===== src/rtl/project_select_ctrl.sv =====
// project_select_ctrl
//   Chooses which user project is active, drives per-project clock enables
//   and a shared project reset, and sequences every project change as
//   DRAIN (old project held in reset, still clocked) -> SWITCH (all clocks
//   gated, index updated) -> RELEASE (new project clocked, held in reset)
//   -> RUN. The selection comes either from debounced IO pins or from a
//   Wishbone control register.
//
// Ports
//   wb_clk_i, wb_rst_i     : clock, synchronous active-high reset
//   wbs_*                  : Wishbone slave (control register at CFG_ADDRESS)
//   hit_o                  : combinational address match for the wrapper mux
//   pin_sel_i              : asynchronous selection pins
//   configuration_o        : active project index
//   proj_clk_en_o          : one-hot project clock enables
//   proj_rst_o             : shared project reset
//   busy_o                 : high while a project change (or reset release) runs
//
// Control register layout
//   [CFG_BITS-1:0]  configuration_o (RO)
//   [8+:CFG_BITS]   SW_SEL (RW, byte lane 1)
//   [16]            SRC    (RW, byte lane 2; 1 = SW_SEL, 0 = pins)
//   [17]            busy_o (RO)
//   [24+:CFG_BITS]  filtered pin value (RO)
module project_select_ctrl #(
  parameter logic [31:0] CFG_ADDRESS     = 32'h300FFFFC,
  parameter int unsigned USER_PROJECTS   = 4,
  parameter int unsigned CFG_BITS        = $clog2(USER_PROJECTS),
  parameter int unsigned DEBOUNCE_CYCLES = 4,
  parameter int unsigned RST_CYCLES      = 4
) (
  input  logic                     wb_clk_i,
  input  logic                     wb_rst_i,
  input  logic                     wbs_stb_i,
  input  logic                     wbs_cyc_i,
  input  logic                     wbs_we_i,
  input  logic [3:0]               wbs_sel_i,
  input  logic [31:0]              wbs_dat_i,
  input  logic [31:0]              wbs_adr_i,
  output logic                     wbs_ack_o,
  output logic [31:0]              wbs_dat_o,
  output logic                     hit_o,
  input  logic [CFG_BITS-1:0]      pin_sel_i,
  output logic [CFG_BITS-1:0]      configuration_o,
  output logic [USER_PROJECTS-1:0] proj_clk_en_o,
  output logic                     proj_rst_o,
  output logic                     busy_o
);

  localparam int unsigned RCW = $clog2(RST_CYCLES + 1);
  localparam int unsigned DCW = $clog2(DEBOUNCE_CYCLES + 1);

  typedef enum logic [1:0] {
    S_RUN,
    S_DRAIN,
    S_SWITCH,
    S_RELEASE
  } state_t;

  state_t                   r_state;
  logic [RCW-1:0]           r_cnt;
  logic [CFG_BITS-1:0]      r_target;
  logic [CFG_BITS-1:0]      r_cfg;
  logic [USER_PROJECTS-1:0] r_clk_en;
  logic                     r_proj_rst;
  logic [CFG_BITS-1:0]      r_sw_sel;
  logic                     r_src;
  logic [CFG_BITS-1:0]      r_sync1;
  logic [CFG_BITS-1:0]      r_sync2;
  logic [CFG_BITS-1:0]      r_cand;
  logic [DCW-1:0]           r_dcnt;
  logic [CFG_BITS-1:0]      r_filt;
  logic                     r_ack;
  logic [31:0]              r_dat;

  logic                     w_hit;
  logic                     w_access;
  logic                     w_busy;
  logic                     w_sw_wr_ok;
  logic [31:0]              w_rd_data;
  logic [CFG_BITS-1:0]      w_req;
  logic                     w_req_valid;
  logic [DCW-1:0]           w_dcnt_nxt;
  state_t                   w_nxt_state;
  logic [RCW-1:0]           w_nxt_cnt;
  logic [CFG_BITS-1:0]      w_nxt_target;
  logic [CFG_BITS-1:0]      w_nxt_cfg;
  logic [USER_PROJECTS-1:0] w_nxt_clk_en;
  logic                     w_nxt_rst;

  assign w_hit    = (wbs_adr_i[31:2] == CFG_ADDRESS[31:2]);
  // Blocking the cycle right after an ack makes a held strobe ack every other cycle.
  assign w_access = wbs_stb_i & wbs_cyc_i & w_hit & ~r_ack;
  assign w_busy   = (r_state != S_RUN);

  // The whole byte lane is range-checked so that out-of-range values wider
  // than the index field are rejected instead of being silently truncated.
  assign w_sw_wr_ok  = ({24'b0, wbs_dat_i[15:8]} < USER_PROJECTS);
  assign w_req       = r_src ? r_sw_sel : r_filt;
  assign w_req_valid = ({{(32-CFG_BITS){1'b0}}, w_req} < USER_PROJECTS);

  always_comb begin
    w_rd_data                 = '0;
    w_rd_data[CFG_BITS-1:0]   = r_cfg;
    w_rd_data[8+:CFG_BITS]    = r_sw_sel;
    w_rd_data[16]             = r_src;
    w_rd_data[17]             = w_busy;
    w_rd_data[24+:CFG_BITS]   = r_filt;
  end

  // Stable-cycle counter saturates once the candidate has been accepted.
  always_comb begin
    w_dcnt_nxt = '0;
    if (r_sync2 == r_cand) begin
      if (r_dcnt == DCW'(DEBOUNCE_CYCLES - 1)) w_dcnt_nxt = r_dcnt;
      else                                     w_dcnt_nxt = r_dcnt + DCW'(1);
    end
  end

  always_comb begin
    w_nxt_state  = r_state;
    w_nxt_cnt    = r_cnt;
    w_nxt_target = r_target;
    w_nxt_cfg    = r_cfg;
    case (r_state)
      S_RUN: begin
        if (w_req_valid && (w_req != r_cfg)) begin
          w_nxt_target = w_req;
          w_nxt_state  = S_DRAIN;
          w_nxt_cnt    = RCW'(RST_CYCLES);
        end
      end
      S_DRAIN: begin
        if (r_cnt == RCW'(1)) w_nxt_state = S_SWITCH;
        else                  w_nxt_cnt   = r_cnt - RCW'(1);
      end
      S_SWITCH: begin
        w_nxt_cfg   = r_target;
        w_nxt_state = S_RELEASE;
        w_nxt_cnt   = RCW'(RST_CYCLES);
      end
      S_RELEASE: begin
        if (r_cnt == RCW'(1)) w_nxt_state = S_RUN;
        else                  w_nxt_cnt   = r_cnt - RCW'(1);
      end
      default: w_nxt_state = S_RUN;
    endcase

    // Outputs are derived from the next state so they are registered on entry.
    w_nxt_clk_en            = '0;
    w_nxt_clk_en[w_nxt_cfg] = 1'b1;
    if (w_nxt_state == S_SWITCH) w_nxt_clk_en = '0;
    w_nxt_rst = (w_nxt_state != S_RUN);
  end

  always_ff @(posedge wb_clk_i) begin
    if (wb_rst_i) begin
      r_state    <= S_RELEASE;
      r_cnt      <= RCW'(RST_CYCLES);
      r_target   <= '0;
      r_cfg      <= '0;
      r_clk_en   <= USER_PROJECTS'(1);
      r_proj_rst <= 1'b1;
      r_sw_sel   <= '0;
      r_src      <= 1'b0;
      r_sync1    <= '0;
      r_sync2    <= '0;
      r_cand     <= '0;
      r_dcnt     <= '0;
      r_filt     <= '0;
      r_ack      <= 1'b0;
      r_dat      <= '0;
    end else begin
      r_ack <= w_access;
      r_dat <= w_access ? w_rd_data : '0;
      if (w_access && wbs_we_i) begin
        if (wbs_sel_i[1] && w_sw_wr_ok) r_sw_sel <= wbs_dat_i[8+:CFG_BITS];
        if (wbs_sel_i[2])               r_src    <= wbs_dat_i[16];
      end

      r_sync1 <= pin_sel_i;
      r_sync2 <= r_sync1;
      r_cand  <= r_sync2;
      r_dcnt  <= w_dcnt_nxt;
      if (w_dcnt_nxt == DCW'(DEBOUNCE_CYCLES - 1)) r_filt <= r_sync2;

      r_state    <= w_nxt_state;
      r_cnt      <= w_nxt_cnt;
      r_target   <= w_nxt_target;
      r_cfg      <= w_nxt_cfg;
      r_clk_en   <= w_nxt_clk_en;
      r_proj_rst <= w_nxt_rst;
    end
  end

  assign hit_o           = w_hit;
  assign wbs_ack_o       = r_ack;
  assign wbs_dat_o       = r_dat;
  assign configuration_o = r_cfg;
  assign proj_clk_en_o   = r_clk_en;
  assign proj_rst_o      = r_proj_rst;
  assign busy_o          = w_busy;

endmodule


===== config.mk =====
export PLATFORM = sky130hd
export DESIGN_NAME = project_select_ctrl
export DESIGN_NICKNAME = d
export VERILOG_FILES = /design/src/rtl/project_select_ctrl.sv
export SDC_FILE = /design/constraint.sdc
export NUM_CORES = 1
export LEC_CHECK = 0
export ABC_CLOCK_PERIOD_IN_PS = 3310
export BUFFER_PORTS_ARGS = -buffer_cell sky130_fd_sc_hd__buf_2
export CAP_MARGIN = 20
export CORE_MARGIN = 2
export CORE_UTILIZATION = 40
export DETAILED_ROUTE_END_ITERATION = 16
export PLACE_DENSITY = 0.77
export SYNTH_ARGS = -nofsm -noshare
export SYNTH_HDL_FRONTEND = slang
export SYNTH_SLANG_ARGS = --single-unit

===== constraint.sdc =====
create_clock -name wb_clk_i -period 3.31 [get_ports wb_clk_i]
set_input_delay 0.1655 -clock wb_clk_i [delete_from_list [all_inputs] [get_ports wb_clk_i]]
set_output_delay 0.1655 -clock wb_clk_i [all_outputs]
set_load 0.01 [all_outputs]

# Yosys cells after proc, flatten, opt, wreduce, memory -nomap -nowiden
# Index checks and enable logic that the tools add are counted.
[classes]
bitwise_logic = 5
eq_ne = 12
n_mux = 14
n_lt_le_gt_ge = 3
n_reduce_logical = 13
n_addsub = 2
[ops]
columns = ["operator", "count"]
rows = [
  ["30-bit by 28-bit == test with 1-bit output (second input constant)", 1],
  ["3-bit 2-to-1 mux", 4],
  ["2-bit 2-to-1 mux", 5],
  ["3-bit one-hot mux with 3 select lines", 1],
  ["8-bit by 3-bit < comparator with 1-bit output (second input constant)", 1],
  ["2-bit one-hot mux with 4 select lines", 1],
  ["2-bit AND reduction", 4],
  ["2-bit == test (second input constant)", 3],
  ["3-bit by 2-bit == test with 1-bit output (second input constant)", 2],
  ["2-bit OR reduction", 3],
  ["2-bit != test (second input constant)", 2],
  ["2-bit nonzero test", 2],
  ["3-bit by 1-bit adder with 3-bit output (second input constant)", 1],
  ["1-bit AND", 3],
  ["3-bit by 1-bit == test with 1-bit output (second input constant)", 1],
  ["1-bit logical AND", 3],
  ["2-bit by 3-bit < comparator with 1-bit output (second input constant)", 1],
  ["3-bit by 1-bit subtractor with 3-bit output (second input constant)", 1],
  ["1-bit demux with 2-bit select", 1],
  ["2-bit by 1-bit == test with 1-bit output (second input constant)", 1],
  ["2-bit == test", 1],
  ["2-bit by 1-bit greater-or-equal comparator with 1-bit output (second input constant)", 1],
  ["2-bit logical NOT", 1],
  ["1-bit 2-to-1 mux", 2],
  ["other kinds (2)", 3],
]
[totals]
in_bits = 75
output_inout_bits = 42
regBits = 61
wordCells = 66

# Longest topological paths before layout
# Gate-level depths: netlist (run 1).
[depth]
ltp_word = 7
mapped_depth = 6
mapped_depth_nobuf = 6

# Worst setup path after synthesis (run 1)
# Ideal clock, no wire load.
[synth_path]
kind = "register -> register"
start = "register r_src"
end = "register r_cnt[2]"
n_path_buf = 0
stages_incl_launch_ff = 5
t_arrival_ns = 1.756
slack_ns = 1.437
setup_time_ns = 0.117
synth_period_minus_slack_ns = 1.873
t_required_ns = 3.193
cell_sequence = "dfxtp_1 > mux2i_1 > mux2_4 > or4b_4 > a22o_1"
[synth_via]
elab_chain_cells = 4
[synth_rtl]
columns = ["item", "line_no", "rtl"]
rows = [
  ["start, declared", "67", "logic r_src;"],
  ["start signal, assigned", "178", "if (wbs_sel_i[2]) r_src <= wbs_dat_i[16];"],
  ["2-bit 2-to-1 mux", "99", "assign w_req = r_src ? r_sw_sel : r_filt;"],
  ["2-bit != test", "127", "if (w_req_valid && (w_req != r_cfg)) begin"],
  ["2-bit != test (no source line)", "--", ""],
  ["2-bit AND reduction (no source line)", "--", ""],
  ["end signal, assigned", "159", "r_cnt <= RCW'(RST_CYCLES);"],
  ["end signal, assigned", "188", "r_cnt <= w_nxt_cnt;"],
  ["end, declared", "61", "logic [RCW-1:0] r_cnt;"],
]
# No other way between the ends.
# A chain may end at the register's enable or synchronous reset.

# Worst setup path after layout (run 1)
# Same ends and word-level chain as after synthesis.

==> flow_summary.json, run 1 <==
{
  "outcome": "finished clean",
  "gp_congestion": 0.7675,
  "tns_ns": 0,
  "drc": 0,
  "power.internal_uw": 716.4,
  "min_path_cells": 2,
  "crit_chain": "mux2i_1 > mux2_4 > or4b_4 > a22o_1",
  "drtIter0Drc": 53,
  "crit_path_end_kind": "register",
  "start_util": 0.4071,
  "nets": 322,
  "dieWidth_um": 70.11,
  "grt_start_max_net_pins": 27,
  "syn_avg_cell_area_um2": 9.875,
  "rows": 24,
  "drv_cap": 0,
  "p_seq_frac": 0.513,
  "setup_ws_ns": 1.245,
  "ys_types": 44,
  "r2r_end": "r_cnt[2]",
  "syn_to_final_growth_pct": 21.47,
  "vias": 1360,
  "antenna_found_initial": 0,
  "cts_buffers": 5,
  "die-area_mm2": 0.004915,
  "cp_data_required_time_ns": 3.50,
  "first_pass_iters": 4,
  "r2r-start": "r_src",
  "io_pins": 117,
  "post-route-period-util": 0.6240,
  "rsz0062_at_grt": "false",
  "yosysTopAreaCellShare": 0.4238,
  "num_antenna_cells": 0,
  "yosysSeqAreaShare": 0.4238,
  "synth_fa_ha_area_frac": 0.02147,
  "finalWirelength_um": 3246,
  "hp-class": "in2reg",
  "swShare": 0.2661,
  "min_period_ns": 2.065,
  "cts_resized": 0,
  "cp-start-kind": "register",
  "finalPower_uw": 976.1,
  "leakagePower_uw": 0.0009897,
  "crit_family": "multiplexers",
  "routed_via_density": 4.579,
  "slowest_delay_ns": 0.55,
  "slew_viol_final": 0,
  "synth_xor_area_frac": 0.02505,
  "wl_per_cell_um": 10.93,
  "fin_worst_skew_ns": 0.005620,
  "synth_cells": 177,
  "cp_max_fo": 4,
  "cts_tree": "done",
  "cts_root_buf": "clkbuf_8",
  "r2r_setup_slack_ns": 1.24,
  "synth_top_area_cell": "dfxtp_1",
  "setup_viol": 0,
  "reg2reg_depth": 4,
  "grt_pass1_vias": 1285,
  "ys_top_cells_by_area": "dfxtp_1 42%, buf_4 10%, mux2i_1 4.6%",
  "muxShareOfSynthArea": 0.07373,
  "cpMaxStageDelayCell": "or4b_4",
  "grt_use_total": 0.1389,
  "hold_slack_ns": 0.08421,
  "ys_ff_latch": 37,
  "clk_pin_slew_worst_paths_ns": 0.07,
  "cts_buffer_depth": 2,
  "arrival_ns": 2.25,
  "hpwl_um": 2565,
  "combPwrFrac": 0.150,
  "portBuffers": 65,
  "dp_slack_ns": 1.248,
  "p_sw_uw": 259.8,
  "worstHoldStart": "pin_sel_i[0]",
  "ir_worst_vdd_uv": 155.8,
  "synth-simple-area-share": 0.2849,
  "cts_hold_buf": 0,
  "fin_util": 0.4945,
  "worstSkewPairLatency_ns": 0.29,
  "grt_pass1_wl_um": 5409,
  "fillers": 404,
  "synthArstFlopShare": 0,
  "gr-total-overflow": 0,
  "critPathBufInv": 0,
  "h-tree-depth": 2,
  "synth_warnings": 0,
  "whs_endpoint": "r_sync1[0]",
  "cts.sinks": 37,
  "ant_nets": 0,
  "critical_path_class": "reg2reg",
  "powerDensity_mw_per_mm2": 459.7,
  "core_area_mm2": 0.004294,
  "cts_post_setup_buffers_inserted": 0,
  "synth_compound_area_frac": 0.04724,
  "synth_top_family_by_area": "simple AND/OR/NAND/NOR gates",
  "synthFlopType": "dfxtp_1",
  "drive_above_1_share": 0.3388,
  "synth_edf_count": 0,
  "clkPwrFrac": 0.338,
  "synth_area_mm2": 0.001748,
  "die_y_um": 70.11,
  "finalHoldViolCount": 0,
  "fmax_mhz": 484.2
}
==> cells by family (layout without fill, tap and decap cells) <==
| logic type | Yosys count | count (layout) |
|---|---|---|
| buf+inv | 32 | 77 |
| compound gates | 12 | 12 |
| simple gates | 75 | 75 |
| fa+ha+maj | 3 | 3 |
| flops | 37 | 37 |
| xor+xnor | 5 | 5 |
| mux | 12 | 12 |
| other cells | 1 | 24 |
==> Yosys cell counts (all sizes together) (4+ instances only) <==
| cell | n |
|---|---|
| nor2b | 10 |
| nor4b | 5 |
| nand4 | 5 |
| o21ai | 4 |
| buf | 26 |
| inv | 4 |
| and2 | 8 |
| dfxtp | 37 |
| nand3b | 4 |
| mux2 | 4 |
| nand2b | 7 |
| mux2i | 8 |
| nor2 | 7 |
| nor3 | 8 |
==> registers in the layout (all words and copies together) (netlist names), 3 cells and up <==
| signal | cells |
|---|---|
| proj_clk_en_o | 4 |
| wbs_dat_o | 8 |
| r_cnt | 3 |
| r_dcnt | 3 |
==> how the worst max path moves through the flow <==
| stage | startpoint | endpoint | slack (ns) | depth (start not counted) |
|---|---|---|---|---|
| finish | r_src | r_cnt[2] | 1.24 | 4 |
| global route | r_src | r_cnt[2] | 1.15 | 4 |
| detailed placement | r_src | r_cnt[2] | 1.25 | 4 |
| CTS | r_src | r_cnt[2] | 1.24 | 4 |
| global placement | r_src | r_cnt[2] | 1.28 | 4 |
| floorplan | r_src | r_cnt[2] | 1.44 | 4 |
==> layer usage <==
layer	wire, um	up-vias	part of all wire	global-route usage
li1	-	700	-	-
met1	1406	604	0.43	0.1561
met2	1562	48	0.48	0.2349
met3	221	8	0.068	0.05195
met4	55	0	0.017	0.05983
met5	0	-	0	0
==> power groups by stage <==
stage / Clock (uW) / Combinational (uW) / Sequential, uW
detailed placement: 0 / 147 / 510
global placement: 0 / 140 / 508
finish: 329 / 146 / 501
floorplan: 0 / 133 / 497
CTS: 340 / 147 / 500
global route: 358 / 169 / 504
==> layout by cell type (no fill, tap or decap), types with 2 or more instances in the layout <==
master    netlist  routed
a211oi_1        2       2
o21ai_0         4       4
and2_1          7       7
nor4b_1         4       4
mux2_2          3       3
nor3b_1         3       3
nor4_1          2       2
ha_1            3       3
nand4_1         5       5
nand2_1         3       3
nand3b_1        4       4
nand2b_1        7       7
dfxtp_1        37      37
nor2_1          7       7
conb_1          1      24
buf_2           2      65
a21boi_0        2       2
mux2i_1         8       8
or2_2           2       2
xnor2_1         2       2
nor2b_1        10      10
xor2_1          3       3
clkbuf_8        0       6
nor3_1          8       8
inv_1           4       4
==> worst register-to-register path: stages, from the launching register on <==
cell and delay [ns]:
dfxtp_1 0.41, mux2i_1 0.43, mux2_4 0.36, or4b_4 0.55
a22o_1 0.21
==> per-stage QoR <==
| stage | std cells | cell area (um^2) |
|---|---|---|
| after floorplan | 200 | 1834 |
| after global placement | 289 | 2027 |
| after detailed placement | 289 | 2027 |
| after CTS | 297 | 2123 |
| after global routing | 297 | 2123 |
| final | 297 | 2123 |
==> layout make-up <==
| cell class | instances | area (um^2) | share of cell area |
|---|---|---|---|
| clock buffer | 6 | 82.58 | 0.03889 |
| clock inverter | 2 | 13.76 | 0.006482 |
| inverter | 4 | 15.01 | 0.007071 |
| multi-input combinational | 131 | 880.8 | 0.4148 |
| sequential | 37 | 740.7 | 0.3489 |
| tap | 52 | 65.06 | 0.03064 |
| timing repair buffer | 65 | 325.3 | 0.1532 |
Note: power is estimated with default switching activity, not from simulation.
==> run 2: changes to the inputs <==
==> config.mk (replaced) <==
export PLATFORM = sky130hd
export DESIGN_NAME = project_select_ctrl
export DESIGN_NICKNAME = d
export VERILOG_FILES = /design/src/rtl/project_select_ctrl.sv
export SDC_FILE = /design/constraint.sdc
export NUM_CORES = 1
export LEC_CHECK = 0
export ABC_CLOCK_PERIOD_IN_PS = 1800
export BUFFER_PORTS_ARGS = -buffer_cell sky130_fd_sc_hd__buf_2
export CAP_MARGIN = 20
export CORE_MARGIN = 2
export CORE_UTILIZATION = 37
export DETAILED_ROUTE_END_ITERATION = 16
export PLACE_DENSITY = 0.75
export SYNTH_ARGS = -nofsm -noshare
export SYNTH_HDL_FRONTEND = slang
export SYNTH_SLANG_ARGS = --single-unit
==> constraint.sdc (replaced) <==
create_clock -name wb_clk_i -period 1.8 [get_ports wb_clk_i]
set_input_delay 0.09 -clock wb_clk_i [delete_from_list [all_inputs] [get_ports wb_clk_i]]
set_output_delay 0.09 -clock wb_clk_i [all_outputs]
set_load 0.01 [all_outputs]
==> flow_summary.json, run 2 (synthesized netlist as in run 1, its figures left out) <==
{
  "setup_viol": 1,
  "instances_no_fill": 313,
  "core_area_mm2": 0.004629,
  "grt_pass1_vias": 1270,
  "r2r-start": "r_src",
  "arrival_ns": 2.00,
  "drv_cap": 0,
  "post-route-period-util": 1.012,
  "outcome": "finished, violations left",
  "vias": 1437,
  "final_cell_mix": "65 x buf_2, 35 x dfxtp_1, 24 x conb_1",
  "cp-start-kind": "register",
  "io_pins": 117,
  "min_period_ns": 1.821,
  "gp_congestion": 0.6849,
  "die-area_mm2": 0.005290,
  "wl_per_cell_um": 11.06,
  "cp_max_fo": 4,
  "crit_path_end_kind": "register",
  "num_antenna_cells": 0,
  "portBuffers": 65,
  "hp-class": "in2reg",
  "hold_slack_ns": 0.02067,
  "cp_data_required_time_ns": 1.98,
  "whs_endpoint": "r_sync1[0]",
  "min_path_cells": 2,
  "critical_path_class": "reg2reg",
  "powerDensity_mw_per_mm2": 771.1,
  "antenna_found_initial": 0,
  "cts_buffer_depth": 2,
  "drc": 0,
  "dieWidth_um": 72.73,
  "layout_commonest_cell": "buf_2",
  "finalHoldViolCount": 0,
  "slew_viol_final": 0,
  "clk_pin_slew_worst_paths_ns": 0.07,
  "placed_area_mm2": 0.002130,
  "h-tree-depth": 2,
  "r2r_setup_slack_ns": -0.02,
  "first_pass_iters": 4,
  "fin_area_mm2": 0.002268,
  "critPathBufInv": 0,
  "violations": "setup timing",
  "start_util": 0.3776,
  "ir_worst_vdd_uv": 539.0,
  "cts.sinks": 37,
  "die_y_um": 72.73,
  "cpMaxStageDelayCell": "or4b_4",
  "cts_tree": "done",
  "drive_above_1_share": 0.4015,
  "r2r_end": "r_cnt[2]",
  "crit_family": "multiplexers",
  "tns_ns": -0.02101,
  "dp_cells": 300,
  "grt_start_max_net_pins": 17,
  "ant_nets": 0,
  "largest_reg_flops": 8,
  "nets": 336,
  "fmax_mhz": 549.1,
  "rows": 25,
  "hpwl_um": 2690,
  "cts_root_buf": "clkbuf_8",
  "routed_via_density": 4.591,
  "finalWirelength_um": 3462,
  "setup_ws_ns": -0.02101,
  "slowest_delay_ns": 0.54,
  "grt_pass1_wl_um": 5451,
  "drtIter0Drc": 57,
  "reg2reg_depth": 4,
  "worstHoldStart": "pin_sel_i[0]",
  "leakagePower_uw": 0.001060,
  "rsz0062_at_grt": "true",
  "syn_to_final_growth_pct": 29.78,
  "fin_worst_skew_ns": 0.006645,
  "fillers": 454,
  "crit_chain": "mux2i_4 > mux2_4 > or4b_4 > a22o_1",
  "worstSkewPairLatency_ns": 0.29,
  "grt_use_total": 0.1351,
  "gr-total-overflow": 0,
  "cts_buffers": 5
}
run 2: where the power goes:
| group | switching, uW | internal, uW |
|---|---|---|
| clock | 276 | 268 |
| combinational | 134 | 147 |
| sequential | 54.2 | 871 |
| total | 464 | 1290 |
run 2: routing by layer:
layer | share of wire | vias to the layer above | track usage
met5 | 0 | - | 0
met3 | 0.074 | 8 | 0.04420
met2 | 0.46 | 59 | 0.2253
li1 | - | 731 | -
met1 | 0.44 | 639 | 0.1561
met4 | 0.021 | 0 | 0.06379
run 2: final cells by class:
| cell class | instances | area (um^2) | area share |
|---|---|---|---|
| clock buffers | 6 | 72.57 | 0.03199 |
| clock inverters | 2 | 10.01 | 0.004413 |
| inverters | 4 | 15.01 | 0.006619 |
| multi-input cells | 131 | 924.6 | 0.4076 |
| flip-flops and latches | 37 | 745.7 | 0.3287 |
| well taps | 54 | 67.56 | 0.02978 |
| repair buffers | 79 | 432.9 | 0.1908 |
run 2: worst register-to-register path, cell delays in order (launching register included):
cell	delay [ns]
dfxtp_4	0.39
mux2i_4	0.26
mux2_4	0.34
or4b_4	0.54
a22o_1	0.19
run 2: through the flow:
step	util	setup WS (ns)	power (uW)
after global placement	0.4600	-0.02066	1198
after detailed placement	0.4600	-0.03574	1208
final	0.4900	-0.02101	1749
after floorplan	-	0.007894	1159
after CTS	0.4832	-0.02385	1760
after global routing	0.4900	-0.07299	1844
run 2: what timing repair did:
item,in CTS,in global routing
setup buffers,2,2
pin swaps,3,2
hold buffers,1,0
gates resized for setup,0,6
endpoints found under the setup margin,2,5
endpoints found under the hold margin,1,0
run 2: worst max-delay path by stage:
stage	start	end	cells past startpoint
2_1_floorplan	r_src	r_cnt[2]	4
3_3_place_gp	r_src	r_cnt[2]	4
3_5_place_dp	r_src	r_cnt[2]	4
4_1_cts	r_src	r_cnt[2]	4
5_1_grt	r_src	r_cnt[2]	4
6_report	r_src	r_cnt[2]	4
==> run 3: changes to the inputs <==
--- a/config.mk
+++ b/config.mk
@@ -6,7 +6,7 @@
 export NUM_CORES = 1
 export LEC_CHECK = 0
 export ABC_CLOCK_PERIOD_IN_PS = 1800
-export BUFFER_PORTS_ARGS = -buffer_cell sky130_fd_sc_hd__buf_2
+export BUFFER_PORTS_ARGS = -buffer_cell sky130_fd_sc_hd__clkbuf_2
 export CAP_MARGIN = 20
 export CORE_MARGIN = 2
 export CORE_UTILIZATION = 37
==> flow_summary.json, run 3 (synthesized netlist as in run 1, its figures left out) <==
{
  "critical_path_class": "reg2reg",
  "grt_pass1_vias": 1257,
  "reg2reg_depth": 4,
  "drv_cap": 0,
  "gr-total-overflow": 0,
  "dp_cells": 300,
  "hpwl_um": 2728,
  "clk_pin_slew_worst_paths_ns": 0.07,
  "cts_root_buf": "clkbuf_8",
  "finalHoldViolCount": 0,
  "cts.sinks": 37,
  "cts_buffers": 5,
  "setup_ws_ns": -0.01395,
  "arrival_ns": 1.99,
  "vias": 1393,
  "io_pins": 117,
  "final_cell_mix": "65 x clkbuf_2, 36 x dfxtp_1, 24 x conb_1",
  "crit_path_start": "r_src",
  "layout_commonest_cell": "clkbuf_2",
  "grt_start_max_net_pins": 24,
  "drive_above_1_share": 0.3891,
  "endpoint": "r_cnt[2]",
  "dieWidth_um": 72.73,
  "fillers": 440,
  "ir_worst_vdd_uv": 358.7,
  "r2r-start": "r_src",
  "largest_reg_flops": 8,
  "hold_slack_ns": 0.01446,
  "cts_buffer_depth": 2,
  "wl_per_cell_um": 11.22,
  "routed_via_density": 4.479,
  "start_util": 0.3776,
  "h-tree-depth": 2,
  "post-route-period-util": 1.008,
  "cp_max_fo": 4,
  "die-area_mm2": 0.005290,
  "finalWirelength_um": 3489,
  "nets": 335,
  "outcome": "finished, violations left",
  "drc": 0,
  "fin_worst_skew_ns": 0.005751,
  "crit_path_end_kind": "register",
  "gp_congestion": 0.7771,
  "fmax_mhz": 551.3,
  "portBuffers": 65,
  "hp-class": "in2reg",
  "core_area_mm2": 0.004629,
  "cts_tree": "done",
  "min_period_ns": 1.814,
  "r2r_setup_slack_ns": -0.01,
  "worstHoldStart": "pin_sel_i[0]",
  "grt_pass1_wl_um": 5457,
  "rsz0062_at_grt": "true",
  "cp-start-kind": "register",
  "leakagePower_uw": 0.001068,
  "first_pass_iters": 4,
  "setup_viol": 1,
  "grt_use_total": 0.1349,
  "die_y_um": 72.73,
  "worstSkewPairLatency_ns": 0.29,
  "drtIter0Drc": 24,
  "ant_nets": 0,
  "powerDensity_mw_per_mm2": 803.6,
  "violations": "setup timing",
  "cp_data_required_time_ns": 1.98,
  "rows": 25,
  "instances_no_fill": 311,
  "syn_to_final_growth_pct": 29.92,
  "antenna_found_initial": 0,
  "slew_viol_final": 0,
  "r2r_end": "r_cnt[2]",
  "cts_hold_buf": 0,
  "num_antenna_cells": 0
}
run 3: cell count changes in the layout (fill, tap and decap cells not counted), sizes merged:
cell	before	now
clkbuf	6	71
buf	78	13
dlygate4sd3	1	0
clkinv	2	1
run 3: final cells by class:
| cell class | instances | area, um^2 | area share |
|---|---|---|---|
| tap | 54 | 67.56 | 0.02975 |
| multi-input combinational | 131 | 922.1 | 0.4061 |
| clock buffer | 6 | 93.84 | 0.04132 |
| timing repair buffer | 78 | 422.9 | 0.1862 |
| inverter | 4 | 15.01 | 0.006612 |
| sequential | 37 | 744.5 | 0.3278 |
| clock inverter | 1 | 5.005 | 0.002204 |
run 3: how the worst min path moves through the flow:
stage	cells after the start	end	slack (ns)
final	2	r_sync1[0]	0.01
after global routing	2	r_sync1[0]	0.01
after CTS	2	r_sync1[0]	0.007
after detailed placement	2	r_sync1[0]	0.31
after global placement	2	r_sync1[1]	0.31
after floorplan	1	r_cand[0]	0.17
run 3: stage by stage:
| step | TNS (ns) | total power (uW) | utilization | setup slack (ns) | cell area, um^2 |
|---|---|---|---|---|---|
| floorplan | 0 | 1159 | - | 0.007894 | 1867 |
| CTS | -0.02275 | 1842 | 0.4846 | -0.02275 | 2243 |
| detailed placement | -0.04210 | 1210 | 0.4600 | -0.04210 | 2130 |
| finish | -0.01395 | 1825 | 0.4905 | -0.01395 | 2271 |
| global route | -0.08488 | 1937 | 0.4905 | -0.07445 | 2271 |
| global placement | -0.02600 | 1199 | 0.4600 | -0.02600 | 2130 |
run 3: report_power, final:
| group | internal, uW | switching (uW) |
|---|---|---|
| sequential | 869 | 50.0 |
| combinational | 147 | 133 |
| clock | 346 | 280 |
run 3: repair_timing:
action | CTS | global route
gates resized for setup | 0 | 3
pin swaps | 2 | 0
buffers inserted | 2 | 2
endpoints found under the setup margin | 1 | 5
run 3: routing by layer:
| layer | GRT usage | wire length (um) | vias to the layer above |
|---|---|---|---|
| met5 | 0 | 0 | - |
| met4 | 0.05144 | 53 | 0 |
| met3 | 0.05525 | 272 | 7 |
| met1 | 0.1480 | 1527 | 608 |
| li1 | - | - | 723 |
| met2 | 0.2323 | 1635 | 55 |
run 3: critical path, stage by stage (launching register included):
cell	delay, ns
dfxtp_4	0.39
mux2i_4	0.25
mux2_4	0.34
or4b_4	0.54
a22o_1	0.19
